--- src/rtl/conv_pixel_sched.sv ---
// ============================================================================
// Module   : conv_pixel_sched
// Purpose  : Per-window scheduler for a CIM convolution layer: loads the
//            input words, fires the CIM, hands the pixel to the output stage
//            and walks the padded window origin across the image.
//            Optional busy-cycle counter: CONV_PIXEL_SCHED_PERF_EN.
// Revision : 1.0 - initial release
// ============================================================================
`default_nettype none

module conv_pixel_sched #(
    parameter int DATA_SIZE      = 8,
    parameter int IMG_DIM        = 28,
    parameter int KERNEL_DIM     = 3,
    parameter int STRIDE         = 1,
    parameter int PADDING        = 0,
    parameter int INPUT_CHANNELS = 2,
    parameter int XBAR_SIZE      = 128,
    parameter int BUS_WIDTH      = 16,
    localparam int V_CIM_TILES   = (INPUT_CHANNELS*KERNEL_DIM*KERNEL_DIM + XBAR_SIZE - 1) / XBAR_SIZE,
    localparam int NUM_ADDR      = (INPUT_CHANNELS*KERNEL_DIM*KERNEL_DIM + BUS_WIDTH*V_CIM_TILES - 1)
                                   / (BUS_WIDTH*V_CIM_TILES),
    localparam int ADDR_WIDTH    = (NUM_ADDR > 1) ? $clog2(NUM_ADDR) : 1,
    localparam int OUT_DIM       = (IMG_DIM + 2*PADDING - KERNEL_DIM) / STRIDE + 1,
    localparam int CW            = $clog2(IMG_DIM + 2*PADDING + 1)
) (
    input  logic                  clk,
    input  logic                  rst,
    input  logic                  i_start,
    output logic                  o_ready,
    output logic [CW-1:0]         o_win_row,
    output logic [CW-1:0]         o_win_col,
    output logic                  o_pad,
    output logic [ADDR_WIDTH-1:0] o_ibuf_addr,
    output logic                  o_cim_we,
    output logic                  o_cim_start,
    input  logic                  i_cim_ready,
    output logic                  o_func_start,
    input  logic                  i_func_ready,
    output logic                  o_frame_done
`ifdef CONV_PIXEL_SCHED_PERF_EN
    ,
    output logic [31:0]           o_busy_cycles
`endif
);

    typedef enum logic [2:0] {
        IDLE     = 3'd0,
        LOAD     = 3'd1,
        START    = 3'd2,
        WAIT_CIM = 3'd3,
        FUNC     = 3'd4,
        ADVANCE  = 3'd5,
        DONE     = 3'd6
    } state_t;

    localparam logic [CW-1:0]         c_pad       = CW'(PADDING);
    localparam logic [CW-1:0]         c_kern      = CW'(KERNEL_DIM);
    localparam logic [CW-1:0]         c_far       = CW'(IMG_DIM + PADDING);
    localparam logic [CW-1:0]         c_stride    = CW'(STRIDE);
    localparam logic [CW-1:0]         c_last_pos  = CW'((OUT_DIM - 1) * STRIDE);
    localparam logic [ADDR_WIDTH-1:0] c_last_addr = ADDR_WIDTH'(NUM_ADDR - 1);

    generate
        if (STRIDE < 1 || DATA_SIZE < 1) begin : g_bad_params
            $error("conv_pixel_sched: STRIDE and DATA_SIZE must be at least 1");
        end
    endgenerate

    state_t                  state_q, state_d;
    logic [CW-1:0]           row_q, row_d;
    logic [CW-1:0]           col_q, col_d;
    logic [ADDR_WIDTH-1:0]   addr_q, addr_d;
    logic                    w_pad_lo;
    logic                    w_pad_hi;
    logic                    w_in_window;

    always_ff @(posedge clk or posedge rst) begin
        if (rst) begin
            state_q <= IDLE;
            row_q   <= '0;
            col_q   <= '0;
            addr_q  <= '0;
        end else begin
            state_q <= state_d;
            row_q   <= row_d;
            col_q   <= col_d;
            addr_q  <= addr_d;
        end
    end

    always_comb begin
        state_d      = state_q;
        row_d        = row_q;
        col_d        = col_q;
        addr_d       = addr_q;
        o_cim_we     = 1'b0;
        o_cim_start  = 1'b0;
        o_func_start = 1'b0;
        o_frame_done = 1'b0;
        case (state_q)
            IDLE: begin
                if (i_start) begin
                    state_d = LOAD;
                    row_d   = '0;
                    col_d   = '0;
                    addr_d  = '0;
                end
            end
            LOAD: begin
                o_cim_we = 1'b1;
                if (addr_q == c_last_addr) begin
                    addr_d  = '0;
                    state_d = START;
                end else begin
                    addr_d = addr_q + ADDR_WIDTH'(1);
                end
            end
            START: begin
                o_cim_start = 1'b1;
                state_d     = WAIT_CIM;
            end
            WAIT_CIM: begin
                if (i_cim_ready) begin
                    state_d = FUNC;
                end
            end
            FUNC: begin
                o_func_start = i_func_ready;
                if (i_func_ready) begin
                    state_d = ADVANCE;
                end
            end
            ADVANCE: begin
                // Origin wraps to (0,0) after the last window so it never exceeds the last position.
                if (col_q == c_last_pos) begin
                    col_d = '0;
                    if (row_q == c_last_pos) begin
                        row_d   = '0;
                        state_d = DONE;
                    end else begin
                        row_d   = row_q + c_stride;
                        state_d = LOAD;
                    end
                end else begin
                    col_d   = col_q + c_stride;
                    state_d = LOAD;
                end
            end
            DONE: begin
                o_frame_done = 1'b1;
                state_d      = IDLE;
            end
            default: begin
                state_d = IDLE;
            end
        endcase
    end

    generate
        if (PADDING > 0) begin : g_pad_lo
            assign w_pad_lo = (row_q < c_pad) || (col_q < c_pad);
        end else begin : g_no_pad_lo
            assign w_pad_lo = 1'b0;
        end
    endgenerate

    assign w_pad_hi    = ((row_q + c_kern) > c_far) || ((col_q + c_kern) > c_far);
    // Padding flag only describes a live window; IDLE and DONE report 0.
    assign w_in_window = (state_q != IDLE) && (state_q != DONE);
    assign o_pad       = w_in_window && (w_pad_lo || w_pad_hi);

    assign o_ready     = (state_q == IDLE);
    assign o_win_row   = row_q;
    assign o_win_col   = col_q;
    assign o_ibuf_addr = (state_q == LOAD) ? addr_q : '0;

`ifdef CONV_PIXEL_SCHED_PERF_EN
    logic [31:0] busy_q, busy_d;

    always_comb begin
        busy_d = busy_q;
        if (state_q == IDLE) begin
            if (i_start) begin
                busy_d = '0;
            end
        end else if (busy_q != 32'hFFFF_FFFF) begin
            busy_d = busy_q + 32'd1;
        end
    end

    always_ff @(posedge clk or posedge rst) begin
        if (rst) begin
            busy_q <= '0;
        end else begin
            busy_q <= busy_d;
        end
    end

    assign o_busy_cycles = busy_q;
`endif

endmodule

`default_nettype wire

--- config.mk ---
export PLATFORM = sky130hd
export DESIGN_NAME = conv_pixel_sched
export DESIGN_NICKNAME = d
export VERILOG_FILES = /design/src/rtl/conv_pixel_sched.sv
export SDC_FILE = /design/constraint.sdc
export NUM_CORES = 1
export LEC_CHECK = 0
export ABC_AREA = 0
export CAP_MARGIN = 10
export CORE_MARGIN = 2
export CORE_UTILIZATION = 61
export DETAILED_ROUTE_END_ITERATION = 8
export DONT_BUFFER_PORTS = 1
export HOLD_SLACK_MARGIN = 0.08
export PLACE_DENSITY_LB_ADDON = 0.1
export SYNTH_ARGS = -nofsm -noshare
export SYNTH_HDL_FRONTEND = slang
export SYNTH_SLANG_ARGS = --single-unit
--- constraint.sdc ---
create_clock -name clk -period 2 [get_ports clk]
set_input_delay 0.5 -clock clk [delete_from_list [all_inputs] [get_ports clk]]
set_output_delay 0.5 -clock clk [all_outputs]
set_load 0.02 [all_outputs]
==> results.json <==
{
  "htreeDepth": 1,
  "synth-seq-cells": 14,
  "path_cells": "inv_2, ha_4, nor3b_2, a41oi_1, or3_4, a211oi_4",
  "clock_latency_ps": 300,
  "crit_fanout": 3,
  "cp.buffers_inverters": 1,
  "synth_area_um2": 995,
  "final_area_mm2": 0.00119,
  "clkSinkCount": 14,
  "drc": 0,
  "syn_to_final_growth_pct": 19.9,
  "slowest_stage": "dfrtp_2",
  "diodes": 0,
  "drtAntennaViolNets": 0,
  "start_util_pct": 65.3,
  "finalSetupViolations": 1,
  "dp_hpwl_um": 1760,
  "drt-pass1-iter-count": 4,
  "yosysTopAreaCellShare_pct": 35.2,
  "drtIter0Drc": 20,
  "ioPinCount": 22,
  "die-area_mm2": 0.00197,
  "route.met2.wl_um": 1110,
  "worstMarginPinSlew_ps": 539,
  "max_slew_margin_pct": 64.0,
  "synth-simple-area-share_pct": 27.7,
  "placed_cell_area_mm2": 0.00112,
  "maxCapViolCount": 0,
  "clock-root-buffer": "clkbuf_4",
  "vdd_ir_drop_max_mv": 0.660,
  "vias_per_cell": 6.29,
  "slowest_delay_ps": 390,
  "synth_fp_nets": 124,
  "synth-compound-area-share_pct": 19.6,
  "grt_pass1_vias": 838,
  "track_usage_pct": 27.6,
  "synth-adder-area-share_pct": 7.55,
  "top_layer": "met4",
  "routed_wl_um": 2390,
  "synth_mux_area_share_pct": 3.02,
  "synth_xor_xnor_area_share_pct": 0.881,
  "routedWlPerCell_um": 16.4,
  "postCtsHoldBufs": 0,
  "antenna_found_initial": 0,
  "finalWorstSetupSlack_ps": -340,
  "min_period_over_period_pct": 117,
  "met1Wirelength_um": 1100,
  "regArea_um2": 353,
  "syn_area_per_cell_um2": 8.80,
  "met3_length_um": 130,
  "endpoint_kind": "primary output",
  "synth_area_leaders": "dfrtp_1, ha_1, o21ai_0",
  "grt_overflow": 0,
  "vias": 918,
  "cts_buffers": 3,
  "violations": "setup timing",
  "status": "complete, but fails checks",
  "dieWidth_um": 44.4,
  "design.core.area_mm2": 0.00152,
  "reg2reg_depth": 7,
  "io_buffers": 0,
  "cts.path.max_buffers": 2,
  "cellLeakagePower_uw": 0.000529,
  "synth_top_cell_by_area": "dfrtp_1",
  "grt_pass1_wl_um": 3950,
  "required_ps": 1500,
  "multi_input_area_um2": 622,
  "grt_max_degree": 15,
  "synth_top_family_by_area": "simple AND/OR/NAND/NOR gates",
  "fin_crit_ps": 2340,
  "arrival_ps": 1840,
  "cp.depth": 6,
  "core.rowCount": 14,
  "slew_violations": 0,
  "layout.nets": 142,
  "filler_cell_count": 107,
  "seq_area_frac_synth_pct": 35.2,
  "path_clk_slew_ps": 100,
  "p_per_area_mw_per_mm2": 1190,
  "fmax_ghz": 0.427,
  "start_kind": "flip-flop",
  "finalHoldViolations": 0,
  "rsz0062_at_grt": "true",
  "die_h_um": 44.4,
  "ys_types": 38,
  "tritoncts": "built",
  "finalPower_uw": 1420,
  "path_delay_family": "simple AND/OR/NAND/NOR gates",
  "drive_gt1_share_pct": 26.9,
  "syn-instance-count": 113,
  "crit_type": "flip-flop to primary output",
  "skew_ps": 6.51,
  "gp_congestion": 0.826,
  "hold_path.class": "primary input to asynchronous set/reset pin",
  "yosys_warnings": 0
}
sequential cells by signal, indices dropped and copies added, names as in the netlist:
name       flops
o_win_col      5
state_q        3
addr_q         1
o_win_row      5
cell type report:
| class | count | area share [%] |
|---|---|---|
| multi-input combinational | 86 | 52.2 |
| clock buffer | 4 | 3.04 |
| timing repair buffer | 17 | 10.7 |
| sequential | 14 | 29.6 |
| tap | 16 | 1.68 |
| inverter | 9 | 2.83 |
worst register-to-register path, cell delays in order (launching register included):
cell	delay, ps
dfrtp_2	430
inv_2	80
buf_4	110
ha_1	170
nand4b_1	220
o21ai_4	290
mux2i_1	210
o21ai_1	70
cell usage after synthesis:
| cell | number |
|---|---|
| or4b_4 | 1 |
| and3b_1 | 1 |
| dfrtp_1 | 14 |
| mux2i_1 | 3 |
| nand2b_1 | 3 |
| inv_1 | 8 |
| nand2_2 | 1 |
| a21oi_2 | 1 |
| xor2_1 | 1 |
| buf_2 | 2 |
| o32ai_1 | 1 |
| a22o_1 | 1 |
| and4b_1 | 3 |
| nor2b_1 | 2 |
| a21oi_1 | 2 |
| nor3b_1 | 3 |
| buf_6 | 1 |
| nand3_1 | 5 |
| a32oi_1 | 1 |
| and3_1 | 3 |
| nand2_1 | 8 |
| o21ai_0 | 12 |
| nor2_1 | 5 |
| o21ai_4 | 1 |
| clkbuf_2 | 1 |
| a41oi_1 | 1 |
| o211ai_1 | 1 |
| or3_1 | 4 |
| inv_2 | 1 |
| a31oi_1 | 1 |
| ha_1 | 6 |
| nand3b_1 | 1 |
| o21ai_1 | 4 |
| o2bb2ai_1 | 2 |
| nor3_1 | 4 |
| a211oi_1 | 1 |
| nand4b_1 | 2 |
| o22ai_1 | 1 |
kinds of logic (layout without fill, tap and decap cells):
| logic type | after synthesis | after routing |
|---|---|---|
| AOI/OAI and AO/OA | 30 | 30 |
| adders and majority gates | 6 | 6 |
| muxes | 3 | 3 |
| and+or+nand+nor | 46 | 46 |
| xor gates and xnor gates | 1 | 1 |
| buffers and inverters | 13 | 30 |
| DFF | 14 | 14 |
per-stage QoR:
stage / setup TNS [ps] / instances / util, % / worst slack [ps] / hold WS [ps]
global placement: 0 / 141 / 73.7 / 19.8 / 455
CTS: -349 / 146 / 78.2 / -349 / 143
detailed placement: -24.2 / 141 / 73.7 / -24.2 / 462
global route: -410 / 146 / 78.2 / -410 / 168
finish: -340 / 146 / 78.2 / -340 / 122
floorplan: -115 / 113 / - / -115 / 389
report_power, final:
group / leakage (uW) / switching [uW] / internal, uW
Combinational: 0.000323 / 439 / 283
Clock: 0.0000210 / 106 / 111
Sequential: 0.000185 / 125 / 354
Total: 0.000529 / 670 / 748
layer usage:
layer	global-route usage, %	up-vias
li1	-	446
met1	39.9	431
met2	41.2	35
met3	6.12	6
met4	8.48	0
met5	0	-
what timing repair did:
| item | 4_1_cts | 5_1_grt |
|---|---|---|
| setup buffers | 1 | 0 |
| resized for setup | 7 | 0 |
| pin swaps | 2 | 3 |
| endpoints found under the setup margin | 2 | 1 |
cell usage in the layout (no fill, tap or decap), types with 4 or more instances in the layout:
cell / Yosys / final
nor3_1: 4 / 4
ha_1: 6 / 5
nor2_1: 5 / 4
nand3_1: 5 / 5
dfrtp_1: 14 / 12
buf_4: 0 / 17
o21ai_1: 4 / 4
nand2_1: 8 / 8
inv_1: 8 / 6
o21ai_0: 12 / 12
path summary, 6_finish.rpt:
path / startpoint / to / slack [ps]
max in group asynchronous: rst / o_win_col[1] / 1490
max: o_win_col[1] / o_pad / -340
max reg2reg: o_win_col[1] / o_win_row[3] / 310
min: rst / o_win_row[3] / 120
min reg2reg: addr_q / addr_q / 550
min in group clk: i_cim_ready / state_q[0] / 430
No activity file was read; power rests on OpenSTA's default activity.
